$ cat src/rtl/tnew_hazard_ctrl.sv
// Producer-side hazard controller for a 5-stage MIPS pipeline.
// Each instruction leaving D leaves a {dest, Tnew} record. The records age
// through E, M and W and are compared against the Tuse demand of the
// instruction now in D. The block also tracks the multiply/divide busy window.
// It produces the global D-stage stall and the D-stage forwarding selects.
module tnew_hazard_ctrl #(
    parameter logic [3:0] MULT_CYC = 4'd5,
    parameter logic [3:0] DIV_CYC  = 4'd10,
    parameter logic [2:0] NOTUSE   = 3'b111
) (
    input  logic       clk,
    input  logic       reset,
    input  logic       flush,
    input  logic [4:0] d_rs,
    input  logic [4:0] d_rt,
    input  logic [2:0] d_tuse_rs,
    input  logic [2:0] d_tuse_rt,
    input  logic [4:0] d_waddr,
    input  logic [2:0] d_tnew,
    input  logic [1:0] d_md_start,
    input  logic       d_md_use,
    output logic       stall,
    output logic [1:0] fwd_rs_sel,
    output logic [1:0] fwd_rt_sel,
    output logic [4:0] e_waddr,
    output logic [4:0] m_waddr,
    output logic [4:0] w_waddr,
    output logic       md_busy
);

    logic [4:0] e_addr_q, m_addr_q, w_addr_q;
    logic [4:0] e_addr_d, m_addr_d, w_addr_d;
    logic [2:0] e_tnew_q, m_tnew_q, w_tnew_q;
    logic [2:0] e_tnew_d, m_tnew_d, w_tnew_d;
    logic [3:0] busy_cnt_q, busy_cnt_d;

    // Tnew counts down once per stage and never goes below zero.
    function automatic logic [2:0] dec3(input logic [2:0] x);
        return (x != 3'd0) ? (x - 3'd1) : 3'd0;
    endfunction

    // Operand 0 is rs, operand 1 is rt; both use the same hazard and forwarding logic.
    logic [4:0] src  [2];
    logic [2:0] tuse [2];
    logic [1:0] hz;
    logic [3:0] sel_flat;

    assign src[0]  = d_rs;
    assign src[1]  = d_rt;
    assign tuse[0] = d_tuse_rs;
    assign tuse[1] = d_tuse_rt;

    generate
        for (genvar gi = 0; gi < 2; gi++) begin : g_opnd
            logic e_hit, m_hit, w_hit;
            assign e_hit = (src[gi] != 5'd0) && (e_addr_q == src[gi]);
            assign m_hit = (src[gi] != 5'd0) && (m_addr_q == src[gi]);
            assign w_hit = (src[gi] != 5'd0) && (w_addr_q == src[gi]);

            // A producer in E or M whose result is later than the consumer needs it causes a stall.
            assign hz[gi] = (tuse[gi] != NOTUSE) &&
                            ((e_hit && (e_tnew_q > tuse[gi])) ||
                             (m_hit && (m_tnew_q > tuse[gi])));

            // The youngest match decides. If its value is not ready yet, read the regfile
            // (the stall covers it) rather than falling back to an older, stale stage.
            assign sel_flat[gi*2 +: 2] =
                e_hit ? ((e_tnew_q == 3'd0) ? 2'b01 : 2'b00) :
                m_hit ? ((m_tnew_q == 3'd0) ? 2'b10 : 2'b00) :
                w_hit ? ((w_tnew_q == 3'd0) ? 2'b11 : 2'b00) :
                        2'b00;
        end
    endgenerate

    logic md_stall;
    assign md_stall   = d_md_use && (busy_cnt_q != 4'd0);
    assign stall      = hz[0] | hz[1] | md_stall;
    assign fwd_rs_sel = sel_flat[1:0];
    assign fwd_rt_sel = sel_flat[3:2];
    assign e_waddr    = e_addr_q;
    assign m_waddr    = m_addr_q;
    assign w_waddr    = w_addr_q;
    assign md_busy    = (busy_cnt_q != 4'd0);

    // Next-state selection: flush wipes the pipeline, stall injects a bubble into E, otherwise D enters E.
    always_comb begin
        m_addr_d   = e_addr_q;
        m_tnew_d   = dec3(e_tnew_q);
        w_addr_d   = m_addr_q;
        w_tnew_d   = dec3(m_tnew_q);
        e_addr_d   = stall ? 5'd0 : d_waddr;
        e_tnew_d   = stall ? 3'd0 : d_tnew;
        busy_cnt_d = (busy_cnt_q != 4'd0) ? (busy_cnt_q - 4'd1) : 4'd0;
        if (flush) begin
            e_addr_d = 5'd0;
            e_tnew_d = 3'd0;
            m_addr_d = 5'd0;
            m_tnew_d = 3'd0;
            w_addr_d = 5'd0;
            w_tnew_d = 3'd0;
        end else if (!stall) begin
            // A new mult/div only launches on an edge where it really leaves D.
            if (d_md_start == 2'b01) begin
                busy_cnt_d = MULT_CYC;
            end else if (d_md_start == 2'b10) begin
                busy_cnt_d = DIV_CYC;
            end
        end
    end

    // Stage records and busy counter; the active-low reset clears everything immediately.
    always_ff @(posedge clk or negedge reset) begin
        if (!reset) begin
            e_addr_q   <= 5'd0;
            e_tnew_q   <= 3'd0;
            m_addr_q   <= 5'd0;
            m_tnew_q   <= 3'd0;
            w_addr_q   <= 5'd0;
            w_tnew_q   <= 3'd0;
            busy_cnt_q <= 4'd0;
        end else begin
            e_addr_q   <= e_addr_d;
            e_tnew_q   <= e_tnew_d;
            m_addr_q   <= m_addr_d;
            m_tnew_q   <= m_tnew_d;
            w_addr_q   <= w_addr_d;
            w_tnew_q   <= w_tnew_d;
            busy_cnt_q <= busy_cnt_d;
        end
    end

endmodule
$ cat config.mk
export PLATFORM = sky130hd
export DESIGN_NAME = tnew_hazard_ctrl
export DESIGN_NICKNAME = d
export VERILOG_FILES = /design/src/rtl/tnew_hazard_ctrl.sv
export SDC_FILE = /design/constraint.sdc
export NUM_CORES = 1
export LEC_CHECK = 0
export ABC_AREA = 1
export BUFFER_PORTS_ARGS = -buffer_cell sky130_fd_sc_hd__buf_2
export CORE_MARGIN = 5
export CORE_UTILIZATION = 50
export CTS_BUF_LIST = sky130_fd_sc_hd__clkbuf_2
export DETAILED_ROUTE_END_ITERATION = 10
export GPL_ROUTABILITY_DRIVEN = 0
export PLACE_DENSITY = 0.76
export SYNTH_ARGS = -nofsm -noshare
export SYNTH_HDL_FRONTEND = slang
export SYNTH_SLANG_ARGS = --single-unit
$ cat constraint.sdc
create_clock -name clk -period 2.2 [get_ports clk]
set_input_delay 0.11 -clock clk [delete_from_list [all_inputs] [get_ports clk]]
set_output_delay 0.11 -clock clk [all_outputs]
set_load 0.02 [all_outputs]
==> results.md <==
| Step | Parameter | Value |
| --- | --- | --- |
| global routing | Number of global-route vias before repair | 1821 |
| sta | Minimum setup slack in the final design | 95.9 ps |
| placed design | Placed instance count | 382 |
| min path | Worst min-delay path category | input pin to flop |
| yosys | Largest cells by area after synthesis | sky130_fd_sc_hd__dfrtp_1 34%, sky130_fd_sc_hd__nand2_1 13%, sky130_fd_sc_hd__inv_1 10% |
| yosys | Cell taking the most area after synthesis | sky130_fd_sc_hd__dfrtp_1 |
| detailed routing | Per-cell routed wire length | 12.1 um |
| worst setup path | CP max stage cell | sky130_fd_sc_hd__dfrtp_2 |
| global routing | Initial antenna violation count | 0 |
| clock tree | H-tree levels | 1 |
| power | Peak supply drop | 370 uV |
| yosys | Number of synthesized flops with an enable pin | 0 |
| sta | Setup repair after global routing missed its margin | yes |
| global routing | Wire length of the first global-routing pass | 7.87 mm |
| sta | Fmax | 475 MHz |
| final layout | Count of inserted antenna diode cells | 0 |
| worst setup path | Data required, critical path | 2090 ps |
| sta | Post-route clock period utilization | 0.956 |
| final layout | Area taken by multi-input logic gates | 1180 sq um |
| sta | Tightest hold margin | 123 ps |
| worst setup path | Nature of the critical path startpoint | flop |
| die | Vert. Die Dim | 73.8 um |
| sta | Final count of pins violating max slew | 0 |
| worst setup path | Category of the most critical setup path | flop to output port |
| worst setup path | CP endpoint kind | output port |
| clock tree | Clock tree from TritonCTS | done |
| job | MaxCap Viol Count | 0 |
| min path | Origin of the worst min-delay path | d_md_start[1] |
| final layout | Sequential cell area | 703 sq um |
| worst setup path | Maximum fanout along the worst path | 4 |
| die | Starting utilization of the core area | 0.513 |
| yosys | Most common flop cell mapped by yosys | sky130_fd_sc_hd__dfrtp_1 |
| placed design | Post-Place Setup Slack | 330 ps |
| yosys | Share of the synthesized area in the top cell type | 0.344 |
| sta | Number of setup violations in the final report | 0 |
| final layout | Number of fillers in the final layout | 355 |
| detailed routing | Total wirelength of the detailed-routed design | 4.86 mm |
| sta | Final count of hold timing violations | 0 |
| final layout | Fin nets | 398 |
| global routing | Leftover overflow at the end of global routing | 0 |
| clock tree | Clock tree root driver cell | sky130_fd_sc_hd__clkbuf_2 |
| yosys | Most frequent cell after synthesis | sky130_fd_sc_hd__nand2_1 |
| yosys | Synth warnings | 0 |
| detailed routing | Avg Vias per Cell | 4.80 |
| worst setup path | Critical path launch point | m_tnew_q[2] |
| die | IO Count | 51 |
| yosys | Gate count after technology mapping | 284 |
| power | P per Cell Area | 601 nW/um^2 |
| die | Die ar. | 5450 sq um |
| final layout | Share of cells above drive strength 1 | 0.246 |
| clock tree | Clock sink total | 28 |
| clock tree | Number of buffers added by the clock tree synthesis step | 3 |
| detailed routing | Initial DRC count | 132 |
| die | X dimension of the die | 73.8 um |
| power | Sum of internal, switching and leakage power | 1.54 mW |
| detailed routing | Antenna violation net count after detailed routing | 0 |
| sta | Setup TNS after final layout | 0 ps |
| yosys | Asr flop ratio synth | 1.00 |
| sta | Largest clock skew in the final design | 6.38 ps |
| worst setup path | R2R Path Start | e_tnew_q[2] |
| yosys | Sequential fraction of the synthesis area | 0.344 |
| yosys | Cell variety after synth | 25 |
| worst setup path | Maximum cell stage delay along the critical path | 520 ps |
| global routing | Global-route total usage across every layer | 0.184 |
| die | Number of placement rows | 23 |
| worst setup path | Data arrival, critical path | 1990 ps |
| status | Status | completed |
| worst setup path | Series of cell instances along the critical path | ha_4 > nand2_2 > or2_4 > a21oi_2 > nand3_1 > nand2_1 > nand2_2 > nand3_4 > buf_6 |
| yosys | Post-synthesis net count | 330 |
| yosys | Most numerous cell types in the synthesized netlist | 70 x sky130_fd_sc_hd__nand2_1, 55 x sky130_fd_sc_hd__inv_1, 33 x sky130_fd_sc_hd__nor2_1 |
| yosys | Post-synthesis instance area | 2040 sq um |
| global routing | Maximum number of pins on one net before global-route repair | 29 |
| yosys | Mapped Avg Cell Area | 7.17 sq um |
| detailed routing | Final routed DRC violation total | 0 |
| placed design | Buffers on Ports | 50 |
| sta | Pin slew with the least headroom to its limit | 621 ps |
| final layout | Final cell count without fillers | 400 |
| clock tree | Max Buffers Root-to-Sink | 2 |
| sta | Minimum period implied by the final worst setup slack | 2100 ps |
| clock tree | Clock network latency to the later pin of the worst-skew pair | 350 ps |
| power | Leakage power figure | 1.43 nW |
| worst setup path | CP dominant cell by count | sky130_fd_sc_hd__nand2_2 |
| placed design | Detailed-placement wirelength estimate | 3.79 mm |
| final layout | Layout area overhead | 26.1% |
| sta | Relative max-transition margin | 0.586 |
| detailed routing | Routed via count | 1921 |
| yosys | Post-synthesis sequential element count | 28 |
| die | Placeable Area | 3970 sq um |
| detailed routing | First drt pass iteration count | 4 |
| clock tree | Post-CTS clock slew at the launch and capture registers of the worst setup and hold paths | 250 ps |
[sequential cells by signal (all words and copies together), names as in the netlist]
name and count:
m_waddr 5, e_tnew_q 3, e_waddr 5, busy_cnt_q 4, w_waddr 5, m_tnew_q 3
w_tnew_q 3
[final timing paths]
check                                endpoint  slack, ps  cells past startpoint
worst max-delay path                    stall        100                      9
worst min-delay path            busy_cnt_q[3]        120                      5
worst max register to register     e_waddr[2]        250                     13
worst min register to register    w_tnew_q[0]        520                      1
max in group asynchronous         e_tnew_q[2]       1520                      2
min in group asynchronous         w_tnew_q[0]        260                      2
[power breakdown]
part           total [mW]  switching [mW]  internal (mW)
sequential          0.650          0.0675          0.583
clock               0.184           0.147         0.0370
combinational       0.709           0.420          0.289
[area by class of cell]
type,count,area share
Clock buffer,3,0.00585
Inverter,56,0.0838
Multi-Input combinational cell,198,0.458
Sequential cell,28,0.274
Tap cell,50,0.0244
Timing Repair Buffer,65,0.154
[worst max-delay path, delay by kind of cell, from the launching register on]
family | cells | cell delay (ps)
simple gates | 6 | 580
flops | 1 | 520
fa+ha+maj | 1 | 290
compound gates | 1 | 130
buf+inv | 1 | 120
[through the flow]
stage                util  cell area (sq um)
detailed placement  0.589               2340
floorplan               -               2040
global route        0.647               2570
CTS                 0.623               2470
global placement    0.589               2340
finish              0.647               2570
[layer usage]
metal | vias to the layer above | GRT usage | share of wire
met5 | - | 0 | 0
met4 | 0 | 0.0483 | 0.013
met3 | 8 | 0.0219 | 0.036
met2 | 36 | 0.322 | 0.51
met1 | 876 | 0.238 | 0.44
li1 | 1001 | - | -
[layout by cell type (no fill, tap or decap), types with 5 or more instances in the layout]
cell	count
sky130_fd_sc_hd__dfrtp_1	26
sky130_fd_sc_hd__buf_4	5
sky130_fd_sc_hd__nor3_1	6
sky130_fd_sc_hd__inv_1	55
sky130_fd_sc_hd__nand3_1	12
sky130_fd_sc_hd__nand2_1	69
sky130_fd_sc_hd__nand4_1	5
sky130_fd_sc_hd__dlygate4sd3_1	9
sky130_fd_sc_hd__ha_1	12
sky130_fd_sc_hd__xnor2_1	11
sky130_fd_sc_hd__nor2_2	8
sky130_fd_sc_hd__buf_2	49
sky130_fd_sc_hd__o21ai_0	11
sky130_fd_sc_hd__a21oi_1	6
sky130_fd_sc_hd__nor2_1	33
[kinds of logic after synthesis]
logic type                 count (synthesis)  synth area share
xor gates and xnor gates                  15            0.0645
AOI/OAI and AO/OA                         23            0.0602
DFF                                       28             0.344
buffers and inverters                     58             0.110
and+or+nand+nor                          144             0.323
adders and majority gates                 16            0.0983
[timing repair]
action	4_1_cts	5_1_grt
setup endpoints to repair	1	1
hold buffers	9	0
buffers inserted	3	3
resized for setup	2	12
gates cloned	0	0
endpoints found under the hold margin	36	0
pin swaps	0	11
Power figures use the tool's default switching activity.
